--- config.mk ---
export PLATFORM = sky130hd
export DESIGN_NAME = decode_stage
export DESIGN_NICKNAME = d
export VERILOG_FILES = /design/src/rtl/decode_stage_pkg.sv /design/src/rtl/decode_stage_imm_gen.sv /design/src/rtl/decode_stage.sv
export SDC_FILE = /design/constraint.sdc
export NUM_CORES = 1
export LEC_CHECK = 0
export CAP_MARGIN = 20
export CORE_AREA = 2 2 120 122
export DETAILED_ROUTE_END_ITERATION = 16
export DIE_AREA = 0 0 122 124
export GPL_TIMING_DRIVEN = 1
export SKIP_LAST_GASP = 1
export SYNTH_ARGS = -nofsm -noshare
export SYNTH_HDL_FRONTEND = slang
export SYNTH_HIERARCHICAL = 1
export SYNTH_SLANG_ARGS = --single-unit
--- constraint.sdc ---
create_clock -name clk -period 6 [get_ports clk]
set_input_delay 1.2 -clock clk [delete_from_list [all_inputs] [get_ports clk]]
set_output_delay 1.2 -clock clk [all_outputs]
set_load 0.05 [all_outputs]
--- src/rtl/decode_stage_pkg.sv ---
// Shared types for the RV32I decode stage: data word, ALU selectors, opcodes,
// immediate formats and the registered decode bundle.
package decode_stage_pkg;

    typedef logic [31:0] word;

    typedef enum logic {
        ALU_RS1_OP = 1'b0,
        ALU_PC_OP  = 1'b1
    } alu_rs1_t;

    typedef enum logic {
        ALU_RS2_OP = 1'b0,
        ALU_IMM_OP = 1'b1
    } alu_rs2_t;

    typedef enum logic [3:0] {
        NO_ALU_OP   = 4'd0,
        OP_ALU_ADD  = 4'd1,
        OP_ALU_SUB  = 4'd2,
        OP_ALU_SLL  = 4'd3,
        OP_ALU_SLT  = 4'd4,
        OP_ALU_SLTU = 4'd5,
        OP_ALU_XOR  = 4'd6,
        OP_ALU_SRL  = 4'd7,
        OP_ALU_SRA  = 4'd8,
        OP_ALU_OR   = 4'd9,
        OP_ALU_AND  = 4'd10
    } alu_op_t;

    typedef enum logic [2:0] {
        IMM_NONE = 3'd0,
        IMM_I    = 3'd1,
        IMM_S    = 3'd2,
        IMM_B    = 3'd3,
        IMM_U    = 3'd4,
        IMM_J    = 3'd5
    } imm_fmt_t;

    localparam logic [6:0] OPC_LUI    = 7'b0110111;
    localparam logic [6:0] OPC_AUIPC  = 7'b0010111;
    localparam logic [6:0] OPC_JAL    = 7'b1101111;
    localparam logic [6:0] OPC_JALR   = 7'b1100111;
    localparam logic [6:0] OPC_BRANCH = 7'b1100011;
    localparam logic [6:0] OPC_LOAD   = 7'b0000011;
    localparam logic [6:0] OPC_STORE  = 7'b0100011;
    localparam logic [6:0] OPC_OP_IMM = 7'b0010011;
    localparam logic [6:0] OPC_OP     = 7'b0110011;

    localparam logic [6:0] F7_BASE = 7'b0000000;
    localparam logic [6:0] F7_ALT  = 7'b0100000;

    typedef struct packed {
        word      imm;
        logic [4:0] rs1_addr;
        logic [4:0] rs2_addr;
        logic [4:0] rd_addr;
        logic     rd_we;
        alu_rs1_t alu_rs1;
        alu_rs2_t alu_rs2;
        alu_op_t  alu_op_code;
        logic     is_load;
        logic     is_store;
        logic     is_branch;
        logic     is_jump;
        logic [2:0] funct3;
        logic     illegal;
    } dec_bundle_t;

    localparam dec_bundle_t BUNDLE_RST = '{
        imm:         32'd0,
        rs1_addr:    5'd0,
        rs2_addr:    5'd0,
        rd_addr:     5'd0,
        rd_we:       1'b0,
        alu_rs1:     ALU_RS1_OP,
        alu_rs2:     ALU_RS2_OP,
        alu_op_code: NO_ALU_OP,
        is_load:     1'b0,
        is_store:    1'b0,
        is_branch:   1'b0,
        is_jump:     1'b0,
        funct3:      3'd0,
        illegal:     1'b0
    };

    // Base funct3 -> ALU op mapping shared by OP and OP-IMM.
    function automatic alu_op_t f3_to_alu(input logic [2:0] f3);
        case (f3)
            3'b000:  return OP_ALU_ADD;
            3'b001:  return OP_ALU_SLL;
            3'b010:  return OP_ALU_SLT;
            3'b011:  return OP_ALU_SLTU;
            3'b100:  return OP_ALU_XOR;
            3'b101:  return OP_ALU_SRL;
            3'b110:  return OP_ALU_OR;
            default: return OP_ALU_AND;
        endcase
    endfunction

endpackage

--- src/rtl/decode_stage_imm_gen.sv ---
// Combinational RV32I immediate extraction; all formats sign-extend from instr[31].
module imm_gen
    import decode_stage_pkg::*;
(
    input  word      instr,
    input  imm_fmt_t fmt,
    output word      imm
);

    always_comb begin
        imm = '0;
        case (fmt)
            IMM_I:   imm = {{20{instr[31]}}, instr[31:20]};
            IMM_S:   imm = {{20{instr[31]}}, instr[31:25], instr[11:7]};
            IMM_B:   imm = {{19{instr[31]}}, instr[31], instr[7], instr[30:25], instr[11:8], 1'b0};
            IMM_U:   imm = {instr[31:12], 12'b0};
            IMM_J:   imm = {{11{instr[31]}}, instr[31], instr[19:12], instr[20], instr[30:21], 1'b0};
            default: imm = '0;
        endcase
    end

endmodule

--- src/rtl/decode_stage.sv ---
// One-entry registered RV32I decode stage with valid/ready handshake and flush.
module decode_stage
    import decode_stage_pkg::*;
(
    input  logic       clk,
    input  logic       rst,
    input  logic       in_valid,
    output logic       in_ready,
    input  word        instr,
    input  word        pc_in,
    input  logic       flush,
    output logic       out_valid,
    input  logic       out_ready,
    output word        pc_out,
    output word        imm,
    output logic [4:0] rs1_addr,
    output logic [4:0] rs2_addr,
    output logic [4:0] rd_addr,
    output logic       rd_we,
    output alu_rs1_t   alu_rs1,
    output alu_rs2_t   alu_rs2,
    output alu_op_t    alu_op_code,
    output logic       is_load,
    output logic       is_store,
    output logic       is_branch,
    output logic       is_jump,
    output logic [2:0] funct3,
    output logic       illegal
);

    logic [6:0]  opcode;
    logic [2:0]  f3;
    logic [6:0]  f7;
    imm_fmt_t    fmt;
    word         gen_imm;
    dec_bundle_t dec;
    dec_bundle_t bundle_q;
    word         pc_q;
    logic        valid_q;
    logic        accept;
    logic        legal;
    logic        we;

    assign opcode = instr[6:0];
    assign f3     = instr[14:12];
    assign f7     = instr[31:25];

    always_comb begin
        fmt = IMM_NONE;
        case (opcode)
            OPC_OP_IMM, OPC_LOAD, OPC_JALR: fmt = IMM_I;
            OPC_STORE:                      fmt = IMM_S;
            OPC_BRANCH:                     fmt = IMM_B;
            OPC_LUI, OPC_AUIPC:             fmt = IMM_U;
            OPC_JAL:                        fmt = IMM_J;
            default:                        fmt = IMM_NONE;
        endcase
    end

    imm_gen u_imm_gen (
        .instr (instr),
        .fmt   (fmt),
        .imm   (gen_imm)
    );

    always_comb begin
        dec          = BUNDLE_RST;
        dec.rs1_addr = instr[19:15];
        dec.rs2_addr = instr[24:20];
        dec.rd_addr  = instr[11:7];
        dec.funct3   = f3;
        legal        = 1'b1;
        we           = 1'b0;
        if (instr[1:0] != 2'b11) begin
            legal = 1'b0;
        end else begin
            case (opcode)
                OPC_OP: begin
                    we = 1'b1;
                    if (f7 == F7_BASE)                    dec.alu_op_code = f3_to_alu(f3);
                    else if (f7 == F7_ALT && f3 == 3'b000) dec.alu_op_code = OP_ALU_SUB;
                    else if (f7 == F7_ALT && f3 == 3'b101) dec.alu_op_code = OP_ALU_SRA;
                    else                                  legal = 1'b0;
                end
                OPC_OP_IMM: begin
                    we          = 1'b1;
                    dec.alu_rs2 = ALU_IMM_OP;
                    if (f3 == 3'b001) begin
                        if (f7 == F7_BASE) dec.alu_op_code = OP_ALU_SLL;
                        else               legal = 1'b0;
                    end else if (f3 == 3'b101) begin
                        if (f7 == F7_BASE)     dec.alu_op_code = OP_ALU_SRL;
                        else if (f7 == F7_ALT) dec.alu_op_code = OP_ALU_SRA;
                        else                   legal = 1'b0;
                    end else begin
                        dec.alu_op_code = f3_to_alu(f3);
                    end
                end
                // ALU just forwards the immediate for LUI
                OPC_LUI: begin
                    we          = 1'b1;
                    dec.alu_rs2 = ALU_IMM_OP;
                end
                OPC_AUIPC, OPC_JAL: begin
                    we              = 1'b1;
                    dec.alu_rs1     = ALU_PC_OP;
                    dec.alu_rs2     = ALU_IMM_OP;
                    dec.alu_op_code = OP_ALU_ADD;
                    dec.is_jump     = (opcode == OPC_JAL);
                end
                OPC_LOAD, OPC_STORE, OPC_JALR: begin
                    we              = (opcode != OPC_STORE);
                    dec.alu_rs2     = ALU_IMM_OP;
                    dec.alu_op_code = OP_ALU_ADD;
                    dec.is_load     = (opcode == OPC_LOAD);
                    dec.is_store    = (opcode == OPC_STORE);
                    dec.is_jump     = (opcode == OPC_JALR);
                end
                OPC_BRANCH: begin
                    dec.is_branch = 1'b1;
                    case (f3)
                        3'b000, 3'b001: dec.alu_op_code = OP_ALU_SUB;
                        3'b100, 3'b101: dec.alu_op_code = OP_ALU_SLT;
                        3'b110, 3'b111: dec.alu_op_code = OP_ALU_SLTU;
                        default:        legal = 1'b0;
                    endcase
                end
                default: legal = 1'b0;
            endcase
        end
        if (!legal) begin
            dec.alu_rs1     = ALU_RS1_OP;
            dec.alu_rs2     = ALU_RS2_OP;
            dec.alu_op_code = NO_ALU_OP;
            dec.is_load     = 1'b0;
            dec.is_store    = 1'b0;
            dec.is_branch   = 1'b0;
            dec.is_jump     = 1'b0;
            we              = 1'b0;
        end
        dec.imm     = legal ? gen_imm : '0;
        dec.illegal = !legal;
        dec.rd_we   = we && (instr[11:7] != 5'd0);
    end

    assign in_ready = !valid_q || out_ready;
    assign accept   = in_valid && in_ready;

    // Payload only loads on accept, so a stalled bundle holds stable.
    always_ff @(posedge clk) begin
        if (rst) begin
            valid_q  <= 1'b0;
            bundle_q <= BUNDLE_RST;
            pc_q     <= '0;
        end else if (flush) begin
            valid_q <= 1'b0;
        end else if (accept) begin
            valid_q  <= 1'b1;
            bundle_q <= dec;
            pc_q     <= pc_in;
        end else if (out_ready) begin
            valid_q <= 1'b0;
        end
    end

    assign out_valid   = valid_q;
    assign pc_out      = pc_q;
    assign imm         = bundle_q.imm;
    assign rs1_addr    = bundle_q.rs1_addr;
    assign rs2_addr    = bundle_q.rs2_addr;
    assign rd_addr     = bundle_q.rd_addr;
    assign rd_we       = bundle_q.rd_we;
    assign alu_rs1     = bundle_q.alu_rs1;
    assign alu_rs2     = bundle_q.alu_rs2;
    assign alu_op_code = bundle_q.alu_op_code;
    assign is_load     = bundle_q.is_load;
    assign is_store    = bundle_q.is_store;
    assign is_branch   = bundle_q.is_branch;
    assign is_jump     = bundle_q.is_jump;
    assign funct3      = bundle_q.funct3;
    assign illegal     = bundle_q.illegal;

endmodule

Word level (Yosys, flattened, before mapping). Cells that the tools add are included.

Register bits after elaboration: 95. Latch bits: 0. Bits in writable memories: 0. Bits in read-only memories: 0. Input port bits: 69. Output and inout port bits: 96. Word-level logic and storage cells: 104. Memories kept: 0.

$add $sub $neg: 0. Multiply operators: 0. Divide/modulo/power cells: 0. Order comparisons: 0. Equal/unequal tests: 24. Shift-type cells: 0. Muxes and demuxes: 38. Bitwise gates (word level): 1. Reductions and logical operators: 25.

Operator list (count): one-hot mux 32 bit (5 select lines) (1); two-way mux 32 bit (1); == test 7 x 6 -> 1 bit (second input constant) (4); two-way mux 4 bit (7); one-hot mux 4 bit (7 select lines) (1); == test 7 bit (second input constant) (3); two-way mux 10 bit (2); one-hot mux 4 bit (5 select lines) (1); == test 3 bit (second input constant) (6); two-way mux 1 bit (17); one-hot mux 4 bit (4 select lines) (1); one-hot mux 3 bit (5 select lines) (1); == test 7 x 5 -> 1 bit (second input constant) (2); == test 3 x 2 -> 1 bit (second input constant) (4); OR reduction 2 bit (6); OR reduction 6 bit (2); OR reduction 5 bit (2); one-hot mux 3 bit (3 select lines) (1); == test 7 x 2 -> 1 bit (second input constant) (1); logical NOT 7 bit (1); inequality test 7 x 6 -> 1 bit (second input constant) (1); OR reduction 7 bit (1); == test 3 x 1 -> 1 bit (second input constant) (2); OR reduction 3 bit (2); other kinds (12) (18).

Longest topological paths before layout. Gate-level depths: netlist of the first run.

Depth after elaboration: 9. Gate-level depth with buffers: 10. Gate-level depth less buffers: 7.

Modules after synthesis. The synthesis of the first run kept the hierarchy.

Modules (own cells, without submodules): decode_stage (times used 1, cells each 419, area an instance 3678.5 sq um, seq. area each 1901.8 sq um); imm_gen (times used 1, cells each 66, area an instance 390.4 sq um, seq. area each 0.0 sq um).

Worst setup path before layout of the first run. Ideal clock, no wire load.

Path kind: in2reg. Start: input instr[5]. End: register bundle_q, in the netlist imm[10]. Setup time: 0.117 ns. Arrival: 2.884 ns. Data required time: 5.883 ns. Slack: 2.999 ns. Cell stages on the path: 8. Buffers on the path: 1. Path through: clkbuf_1 > and3b_1 > nand2_1 > a21oi_1 > nor2b_4 > or2_1 > and2_1 > a22o_1.

Longest elaborated chain between the ends: 6. Elaborated cells on any way between the ends: 22. Classes of those cells: eq/ne: 14; mux: 5; reduce/logical: 3.

RTL lines: start, declared (RTL line decode_stage.sv:9) `input word instr,`; == test 7 x 2 -> 1 bit, or another cell as far along (RTL line decode_stage.sv:50) `case (opcode)`; OR reduction 3 bit or OR reduction 2 bit (tied branches) (RTL line decode_stage.sv:50); one-hot mux 3 bit (5 select lines) * (RTL line decode_stage.sv:50); via fmt[2] (RTL line decode_stage.sv:34) `imm_fmt_t fmt;`; == test 3 bit, or another cell as far along (RTL line decode_stage_imm_gen.sv:12) `case (fmt)`; one-hot mux 32 bit (5 select lines) * (RTL line decode_stage_imm_gen.sv:12); via gen_imm[10] (RTL line decode_stage.sv:35) `word gen_imm;`; two-way mux 32 bit * (RTL line decode_stage.sv:141) `dec.imm = legal ? gen_imm : '0;`; end signal, assigned (RTL line decode_stage.sv:153) `bundle_q <= BUNDLE_RST;`; end signal, assigned (RTL line decode_stage.sv:159) `bundle_q <= dec;`; end, declared (RTL line decode_stage.sv:37) `dec_bundle_t bundle_q;`.

The timed path passes the listed nets; every way through them passes the cells marked *. A chain may end at the register's enable or synchronous reset.

Worst setup path after layout of the first run.
Start: input out_ready. End: output in_ready.

Longest elaborated chain between the ends: 1.

RTL lines: start, declared (RTL line decode_stage.sv:13) `input logic out_ready,`; logical OR 1 bit (RTL line decode_stage.sv:146) `assign in_ready = !valid_q || out_ready;`; end, declared (RTL line decode_stage.sv:8) `output logic in_ready,`.

No other way between the ends.

==> flow_metrics.tcl, run 1 <==
set metrics [dict create \
    drtAntennaViolNets 0 \
    die_h_um 124 \
    area.growth.synth_to_final_pct 49.2 \
    relSlewSlack 0.261 \
    rsz0062_at_grt "false" \
    multi_input_area_um2 1970 \
    cts_tree "done" \
    number_of_antenna_violations_at_the_first_check_in_global_routing 0 \
    gp_congestion 0.825 \
    drv.max_cap_violation_count 0 \
    maximum_number_of_pins_on_one_net_before_global_route_repair 64 \
    synth_simple_gate_area_share 0.225 \
    num_vias 4008 \
    global_route.overflow_total 0 \
    placedInstanceArea_um2 5790 \
    main_combinational_cell_family_by_area_after_synthesis "compound AO/OA/AOI/OAI gates" \
    critical_path.reg2reg.endpoint "is_store" \
    ys_warn_count 6 \
    finalSetupTns_ps 0 \
    timing.final.crit_period_ps 3810 \
    first_pass_detailed_route_iteration_total 5 \
    worst_min_delay_path_endpoint "pc_out[22]" \
    cts-resized-gates 0 \
    globalRouteTotalUtil 0.165 \
    netlist_instances 485 \
    clk_root_buffer_cell "sky130_fd_sc_hd__clkbuf_16" \
    placed_instance_count 796 \
    num-nets-final 696 \
    cp_data_arrival_time_ps 2610 \
    endpoint_kind "output port" \
    cts.clk_slew.worst_paths_ps 60 \
    initial_core_util 0.297 \
    n_antenna_cell 0 \
    port_buffers 164 \
    transition_time_of_the_tightest_slew_check_pin_ps 1110 \
    avgSynthCellArea_um2 8.39 \
    worstHoldPathType "reg -> reg" \
    design.core.area_um2 13700 \
    most_frequent_cp_cell "sky130_fd_sc_hd__clkdlybuf4s50_1" \
    share_of_synthesized_area_spent_on_multiplexers 0 \
    syn_area_um2 4070 \
    dp.final_hpwl_mm 9.01 \
    power_per_cell_area_nw_per_um2 234 \
    hold_path.startpoint "pc_out[22]" \
    synth-main-ff-cell "sky130_fd_sc_hd__dfxtp_1" \
    max_fclk_mhz 262 \
    worst_r2r_path_cells 7 \
    hold_depth 2 \
    synthXorXnorAreaFrac 0.00215 \
    dieWidth_um 122 \
    grt_pass1_wl_mm 19.5 \
    dieArea_um2 15100 \
    hold_bufs_at_cts 0 \
    grt_pass1_vias 3738 \
    mostFrequentLayoutCell "sky130_fd_sc_hd__clkdlybuf4s50_1" \
    post_synthesis_compound_gate_area_fraction 0.253 \
    htree_levels 3 \
    avgViaCountPerCell 4.94 \
    timing.critical_path.cells "clkdlybuf4s50_1 -> nor2b_1 -> inv_1 -> clkdlybuf4s50_1" \
    post_layout_nonfiller_instances 812 \
    cp_num_buf_inv 3 \
    finalSetupViolCount 0 \
    wl_mm 12.6 \
    r2r-start "out_valid" \
    total_of_flip_flops_plus_latches_after_synthesis 95 \
    cts_num_sinks 95 \
    overall_power_consumption_w 0.00142 \
    static-leakage-power_nw 2.20 \
    irDropWorstVdd_v 0.000122 \
    startpoint_type "input port" \
    synth_edf_count 0 \
    critical-path-max-stage-delay_ps 700 \
    final_layout_size_suffix_gt1_frac 0.0633 \
    post-route-cell-area_um2 6070 \
    critical_path.max_fanout 3 \
    report.final.hold_viol_count 0 \
    cp_top_family "buffers and inverters" \
    sequential_cell_area_um2 1900 \
    placement_rows 43 \
    min_period_over_period 0.635 \
    setup.worst_path.class "in -> out" \
    post-cts-setup-buffers 0 \
    clock_insertion_delay_worst_skew_ps 350 \
    slowest_stage_cell_crit_path "sky130_fd_sc_hd__clkdlybuf4s50_1" \
    detail_route.wl_per_cell_um 15.6 \
    io-pin-count 165 \
    synth_async_sr_flop_share 0 \
    first_iter_violations 221 \
    finalMaxSlewViolations 0 \
    synth_cell_types 58 \
    drc 0 \
    clock_skew_ps 8.06 \
    tritoncts.num_buffers 9 \
    setup.reg_to_reg.worst_slack_ps 3950 \
    seq_area_frac_synth 0.467 \
    synth_nets 554 \
    filler_cell_count 1329 \
    clock_tree.buffer_depth 2 \
    synth_fa_ha_area_frac 0 \
    layout_common_cells "163 x sky130_fd_sc_hd__clkdlybuf4s50_1, 126 x sky130_fd_sc_hd__nand2_1, 95 x sky130_fd_sc_hd__dfxtp_1" \
    status "complete, no violations" \
    critPathRequiredTime_ps 4800 \
]
==> power breakdown <==
group / internal [W] / switching, W / leakage, nW / total [W]
Combinational: 0.0000916 / 0.000139 / 1.28 / 0.000231
Clock: 0.000301 / 0.000235 / 0.142 / 0.000535
Sequential: 0.000647 / 0.00000809 / 0.771 / 0.000655
==> final cells by class <==
| cell class | count | share of cell area |
|---|---|---|
| multi-input cells | 347 | 0.324 |
| well taps | 180 | 0.0371 |
| clock buffers | 12 | 0.0423 |
| repair buffers | 171 | 0.278 |
| flip-flops and latches | 95 | 0.313 |
| clock inverters | 4 | 0.00330 |
| inverters | 3 | 0.00186 |
==> how the worst max path moves through the flow <==
stage	from	to	slack [ps]	cells past startpoint
after CTS	out_ready	in_ready	2180	4
final	out_ready	in_ready	2190	4
after detailed placement	instr[5]	imm[17]	1850	7
after global routing	instr[5]	imm[20]	1960	7
after floorplan	instr[5]	imm[10]	3000	8
after global placement	instr[5]	imm[14]	1960	7
==> kinds of logic (layout without fill, tap and decap cells) <==
group                  count (synthesis)  count (layout)
XOR/XNOR                               1               1
buffers and inverters                 43             190
flip-flops                            95              95
AO/OA/AOI/OAI                        150             150
AND/OR/NAND/NOR                      196             196
==> worst register-to-register path: stages (launching register included) <==
cell and delay, ps:
sky130_fd_sc_hd__dfxtp_1 320, sky130_fd_sc_hd__nor2b_1 240, sky130_fd_sc_hd__inv_1 90, sky130_fd_sc_hd__nand3b_1 370
sky130_fd_sc_hd__buf_4 570, sky130_fd_sc_hd__nor2_1 100, sky130_fd_sc_hd__a22oi_1 160, sky130_fd_sc_hd__nor2_1 60
==> metrics by stage <==
step / hold WS (ps) / util / setup WS, ps
2_1_floorplan: 671 / - / 3000
3_3_place_gp: 441 / 0.422 / 1960
3_5_place_dp: 448 / 0.422 / 1850
4_1_cts: 458 / 0.442 / 2180
5_1_grt: 473 / 0.442 / 1960
6_report: 455 / 0.442 / 2190
==> registers in the layout, indices dropped and copies added (netlist names) <==
| register | flops |
|---|---|
| imm | 32 |
| rs2_addr | 5 |
| rs1_addr | 5 |
| alu_rs2 | 1 |
| out_valid | 1 |
| rd_we | 1 |
| rd_addr | 5 |
| is_store | 1 |
| alu_rs1 | 1 |
| pc_out | 32 |
| funct3 | 3 |
| is_load | 1 |
| illegal | 1 |
| is_branch | 1 |
| is_jump | 1 |
| alu_op_code | 4 |
==> cells in the mapped netlist (3+ instances only) <==
cell                         n  area (µm²)
sky130_fd_sc_hd__buf_6       4        45.0
sky130_fd_sc_hd__o21ai_0    14        70.1
sky130_fd_sc_hd__nand3_1     3        15.0
sky130_fd_sc_hd__a21oi_1    61         305
sky130_fd_sc_hd__nand2_1   126         473
sky130_fd_sc_hd__nor2_1     17        63.8
sky130_fd_sc_hd__a221oi_1    5        43.8
sky130_fd_sc_hd__a21o_1      9        67.6
sky130_fd_sc_hd__nand3b_1    4        30.0
sky130_fd_sc_hd__a22o_1     39         342
sky130_fd_sc_hd__dfxtp_1    95        1900
sky130_fd_sc_hd__clkbuf_1   19        71.3
sky130_fd_sc_hd__inv_1       3        11.3
sky130_fd_sc_hd__o21ai_1     4        20.0
sky130_fd_sc_hd__nor3_1      7        35.0
sky130_fd_sc_hd__nand2b_1    5        31.3
sky130_fd_sc_hd__buf_1       5        18.8
sky130_fd_sc_hd__and2_1      7        43.8
sky130_fd_sc_hd__buf_2       9        45.0
sky130_fd_sc_hd__nor2b_1     5        31.3
sky130_fd_sc_hd__buf_4       3        22.5
==> per-layer routing <==
metal / up-vias / track usage / routed length, µm
met2: 149 / 0.256 / 5650
li1: 1974 / - / -
met4: 0 / 0.0618 / 225
met1: 1871 / 0.222 / 5860
met3: 14 / 0.0417 / 903
met5: - / 0 / 0
No activity file was read; power rests on OpenSTA's default activity.
==> inputs of run 2 (changes only) <==
Clock period 6 ns to 4 ns, I/O delays scaled along.
==> run 2 against run 1 <==
  * Core utilization increased by 0.091 points
  * Worst setup slack got worse by 1300 ps
  * Critical path depth increased by 4
  * Power increased by 49%
  * Die area unchanged
  * Clock skew decreased by 1.1 ps
  * Sequential share of layout area decreased by 0.064 points
  * Final cell count increased by 0.25%
  * Wire length increased by 0.21%
  * Largest cell class unchanged
  * Via count about the same
  * Sequential power increased by 50%
==> flow_metrics.tcl, run 2 (same netlist as run 1, synthesis figures left out) <==
set metrics [dict create \
    n_antenna_cell 0 \
    grt_pass1_vias 3803 \
    first_iter_violations 189 \
    finalMaxSlewViolations 0 \
    dieArea_um2 15100 \
    static-leakage-power_nw 2.20 \
    setup.reg_to_reg.worst_slack_ps 1830 \
    rsz0062_at_grt "false" \
    clk_root_buffer_cell "sky130_fd_sc_hd__clkbuf_16" \
    setup.worst_path.class "in -> reg" \
    max_fclk_mhz 317 \
    endpoint_kind "flip-flop" \
    startpoint_type "input port" \
    initial_core_util 0.297 \
    min_period_over_period 0.788 \
    area.growth.synth_to_final_pct 49.5 \
    cp_data_arrival_time_ps 3380 \
    design.core.area_um2 13700 \
    dp.final_hpwl_mm 9.15 \
    drv.max_cap_violation_count 0 \
    detail_route.wl_per_cell_um 15.6 \
    critical_path.max_fanout 20 \
    clock_insertion_delay_worst_skew_ps 340 \
    critical-path-max-stage-delay_ps 550 \
    num_vias 4005 \
    final_util 0.443 \
    post-cts-setup-buffers 0 \
    finalSetupViolCount 0 \
    relSlewSlack 0.532 \
    clock_tree.buffer_depth 2 \
    power.net_switching_w 0.000589 \
    cp_num_buf_inv 2 \
    power_per_cell_area_nw_per_um2 348 \
    htree_levels 3 \
    placed_instance_count 798 \
    transition_time_of_the_tightest_slew_check_pin_ps 701 \
    hold_path.startpoint "pc_out[0]" \
    first_pass_detailed_route_iteration_total 4 \
    maximum_number_of_pins_on_one_net_before_global_route_repair 53 \
    critical_path.reg2reg.endpoint "pc_out[10]" \
    drtAntennaViolNets 0 \
    power_frac_comb 0.163 \
    hold_bufs_at_cts 0 \
    finalSetupTns_ps 0 \
    cts_tree "done" \
    irDropWorstVdd_v 0.000356 \
    r2r-start "out_valid" \
    report.final.hold_viol_count 0 \
    hold_depth 2 \
    post-route-cell-area_um2 6080 \
    placedInstanceArea_um2 5810 \
    final_layout_size_suffix_gt1_frac 0.0678 \
    drc 0 \
    placement_rows 43 \
    mostFrequentLayoutCell "sky130_fd_sc_hd__clkdlybuf4s50_1" \
    slowest_stage_cell_crit_path "sky130_fd_sc_hd__o21ai_1" \
    cp_top_family "compound AO/OA/AOI/OAI gates" \
    global_route.overflow_total 0 \
    cts-resized-gates 0 \
    grt_pass1_wl_mm 19.4 \
    die_h_um 124 \
    tritoncts.num_buffers 9 \
    post_layout_nonfiller_instances 814 \
    power.internal_w 0.00153 \
    pwr-share-clk 0.373 \
    port_buffers 164 \
    timing.critical_path.cells "clkdlybuf4s50_1 -> nand4bb_2 -> nor3_2 -> buf_4 -> nor2b_2 -> o21ai_1 -> o21ai_0 -> a22o_1" \
    clock_skew_ps 6.96 \
    worstHoldPathType "reg -> reg" \
    dieWidth_um 122 \
    cts.clk_slew.worst_paths_ps 70 \
    number_of_antenna_violations_at_the_first_check_in_global_routing 0 \
    power_switching_share 0.278 \
    io-pin-count 165 \
    worst_r2r_path_cells 6 \
    avgViaCountPerCell 4.92 \
    dp_slack_ps 529 \
    timing.final.crit_period_ps 3150 \
    wl_mm 12.7 \
    p_seq_frac 0.464 \
    globalRouteTotalUtil 0.164 \
    fin_ws_ps 849 \
    layout_common_cells "163 x sky130_fd_sc_hd__clkdlybuf4s50_1, 126 x sky130_fd_sc_hd__nand2_1, 95 x sky130_fd_sc_hd__dfxtp_1" \
    cts_num_sinks 95 \
    worst_min_delay_path_endpoint "pc_out[0]" \
    gp_congestion 0.857 \
    critPathRequiredTime_ps 4230 \
    num-nets-final 698 \
    status "complete, no violations" \
]
run 2: metrics by stage:
stage	hold slack [ps]	total power (W)
finish	453	0.00212
detailed placement	446	0.00135
global route	472	0.00222
floorplan	671	0.00120
CTS	455	0.00215
global placement	441	0.00135
run 2: area by class of cell:
type | instances | area [µm²]
Clock buffer | 9 | 225
Sequential cell | 95 | 1900
Multi-Input combinational cell | 347 | 1970
Clock inverter | 7 | 48.8
Fill cell | 1333 | 7640
Inverter | 3 | 11.3
Tap cell | 180 | 225
Timing Repair Buffer | 173 | 1700
run 2: how the worst max path moves through the flow:
stage,from,to,slack [ps],cells past startpoint
2_1_floorplan,instr[5],imm[10],1400,8
3_3_place_gp,instr[3],imm[22],590,8
3_5_place_dp,instr[3],imm[27],530,8
4_1_cts,instr[3],imm[27],880,8
5_1_grt,instr[3],imm[23],640,8
6_report,instr[3],imm[27],850,8
run 2: layer usage:
layer  up-vias  wire length [µm]  GRT usage
met5         -                 0          0
met4         0                59     0.0381
met3         6               998     0.0591
met2       162              5800      0.261
met1      1858              5800      0.212
li1       1979                 -          -
run 2: worst min-delay path: stages (launching register included):
cell and delay [ps]:
sky130_fd_sc_hd__dfxtp_1 310, sky130_fd_sc_hd__nand2_1 50, sky130_fd_sc_hd__a21oi_1 50
run 2: power groups by stage:
stage                     Sequential, W  Clock [W]  Combinational (W)
after global placement          0.00100          0           0.000345
after detailed placement        0.00100          0           0.000348
final                          0.000983   0.000791           0.000346
after floorplan                 0.00109          0           0.000108
after global routing           0.000985   0.000864           0.000370
after CTS                      0.000983   0.000821           0.000349
==> inputs of run 3 (changes only) <==
Clock period 4 ns to 3.1 ns, I/O delays scaled along.
==> run 3 against run 2 <==
  * Non-clock buffer count rose by 9
  * Final cell count increased by 1.1%
  * Combinational power up 32%
  * Critical path type unchanged
  * Largest power group unchanged
  * Highest routed layer unchanged
==> flow_metrics.tcl, run 3 (same netlist as run 1, synthesis figures left out) <==
set metrics [dict create \
    drc 0 \
    worst_min_delay_path_endpoint "pc_out[0]" \
    detail_route.wl_per_cell_um 15.4 \
    power.net_switching_w 0.000769 \
    htree_levels 3 \
    static-leakage-power_nw 2.25 \
    drv.max_cap_violation_count 0 \
    die_h_um 124 \
    setup.worst_path.class "in -> reg" \
    hold_bufs_at_cts 0 \
    sequential_cell_area_um2 1900 \
    wl_mm 12.7 \
    worstHoldPathType "reg -> reg" \
    globalRouteTotalUtil 0.166 \
    transition_time_of_the_tightest_slew_check_pin_ps 718 \
    filler_cell_count 1334 \
    post-cts-setup-buffers 0 \
    timing.critical_path.cells "clkdlybuf4s50_1 -> nand3b_1 -> a221oi_1 -> buf_4 -> nor2_1 -> nor3b_2 -> a21o_1 -> a22o_1" \
    timing.final.crit_period_ps 2760 \
    clock_tree.buffer_depth 2 \
    irDropWorstVdd_v 0.000229 \
    drtAntennaViolNets 0 \
    min_period_over_period 0.890 \
    gp_congestion 0.847 \
    cp_num_buf_inv 2 \
    finalSetupTns_ps 0 \
    slowest_stage_cell_crit_path "sky130_fd_sc_hd__clkdlybuf4s50_1" \
    relSlewSlack 0.520 \
    dp_slack_ps 46.3 \
    critical_path.max_fanout 10 \
    multi_input_area_um2 1970 \
    first_iter_violations 230 \
    cp_data_arrival_time_ps 3050 \
    critical-path-max-stage-delay_ps 650 \
    clock_insertion_delay_worst_skew_ps 350 \
    cp_top_family "buffers and inverters" \
    hold_depth 2 \
    max_fclk_mhz 362 \
    r2r-start "out_valid" \
    clk_root_buffer_cell "sky130_fd_sc_hd__clkbuf_16" \
    io-pin-count 165 \
    final_layout_worst_hold_slack_ps 453 \
    power_switching_share 0.271 \
    fin_ws_ps 341 \
    status "complete, no violations" \
    pwr-share-clk 0.392 \
    p_seq_frac 0.447 \
    cts.clk_slew.worst_paths_ps 60 \
    power_per_cell_area_nw_per_um2 457 \
    mostFrequentLayoutCell "sky130_fd_sc_hd__clkdlybuf4s50_1" \
    grt_pass1_vias 3750 \
    num-nets-final 707 \
    finalMaxSlewViolations 0 \
    endpoint_kind "flip-flop" \
    dieArea_um2 15100 \
    first_pass_detailed_route_iteration_total 5 \
    grt_pass1_wl_mm 19.7 \
    number_of_antenna_violations_at_the_first_check_in_global_routing 0 \
    port_buffers 164 \
    finalSetupViolCount 0 \
    power_frac_comb 0.161 \
    hold_path.startpoint "pc_out[0]" \
    num_vias 4050 \
    final_layout_size_suffix_gt1_frac 0.0793 \
    cts-resized-gates 0 \
    startpoint_type "input port" \
    n_antenna_cell 0 \
    design.core.area_um2 13700 \
    clock_skew_ps 5.93 \
    dieWidth_um 122 \
    maximum_number_of_pins_on_one_net_before_global_route_repair 45 \
    cts_tree "done" \
    layout_common_cells "163 x sky130_fd_sc_hd__clkdlybuf4s50_1, 126 x sky130_fd_sc_hd__nand2_1, 95 x sky130_fd_sc_hd__dfxtp_1" \
    power.internal_w 0.00207 \
    report.final.hold_viol_count 0 \
    rsz0062_at_grt "false" \
    critical_path.reg2reg.endpoint "pc_out[30]" \
    placement_rows 43 \
    worst_r2r_path_cells 6 \
    final_util 0.452 \
    avgViaCountPerCell 4.92 \
    setup.reg_to_reg.worst_slack_ps 1200 \
    critPathRequiredTime_ps 3390 \
    cts_num_sinks 95 \
    dp.final_hpwl_mm 9.09 \
    tritoncts.num_buffers 9 \
    initial_core_util 0.297 \
    area.growth.synth_to_final_pct 52.4 \
    global_route.overflow_total 0 \
]
-- run 3: cell types whose count changed in the layout (fill, tap and decap cells not counted), sizes merged --
cell	before	now
buf	10	19
clkinv	5	1
clkinvlp	1	3
bufinv	0	1
clkbuf	9	10
-- run 3: worst max path at each step --
stage	from	end	slack [ps]	cells after the start
after floorplan	instr[5]	imm[10]	680	8
after global placement	instr[6]	imm[11]	80	8
after detailed placement	instr[6]	imm[11]	50	8
after CTS	instr[6]	imm[17]	390	8
after global routing	instr[6]	imm[13]	190	8
final	instr[6]	imm[17]	340	8
-- run 3: power by group through the flow --
stage                     Sequential [W]  Clock [W]  Combinational [W]
after global routing             0.00127    0.00120           0.000489
after floorplan                  0.00141          0           0.000139
final                            0.00127    0.00111           0.000456
after CTS                        0.00127    0.00115           0.000459
after detailed placement         0.00130          0           0.000457
after global placement           0.00129          0           0.000455
-- run 3: stage by stage --
step | total power, W | cell area, µm² | instances
detailed placement | 0.00175 | 5900 | 807
CTS | 0.00288 | 6200 | 823
floorplan | 0.00155 | 4070 | 485
global placement | 0.00175 | 5900 | 807
global route | 0.00296 | 6200 | 823
finish | 0.00284 | 6200 | 823
-- run 3: metal layers --
| metal | GRT usage | part of all wire | routed length (µm) | vias to the layer above |
|---|---|---|---|---|
| li1 | - | - | - | 1991 |
| met1 | 0.224 | 0.47 | 5980 | 1889 |
| met2 | 0.255 | 0.44 | 5620 | 157 |
| met3 | 0.0522 | 0.072 | 910 | 13 |
| met4 | 0.0489 | 0.015 | 188 | 0 |
| met5 | 0 | 0 | 0 | - |
-- run 3: worst register-to-register path: cells and delay by family, from the launching register on --
| family | cells | cell delay, ps |
|---|---|---|
| and+or+nand+nor | 3 | 800 |
| buffers and inverters | 2 | 550 |
| DFF | 1 | 320 |
| AOI/OAI and AO/OA | 1 | 160 |
-- run 3: cell type report --
cell class              instances  area share
repair buffers                182       0.290
clock buffers                  10      0.0369
clock inverters                 6      0.0113
inverters                       3     0.00182
well taps                     180      0.0363
flip-flops and latches         95       0.307
multi-input cells             347       0.317
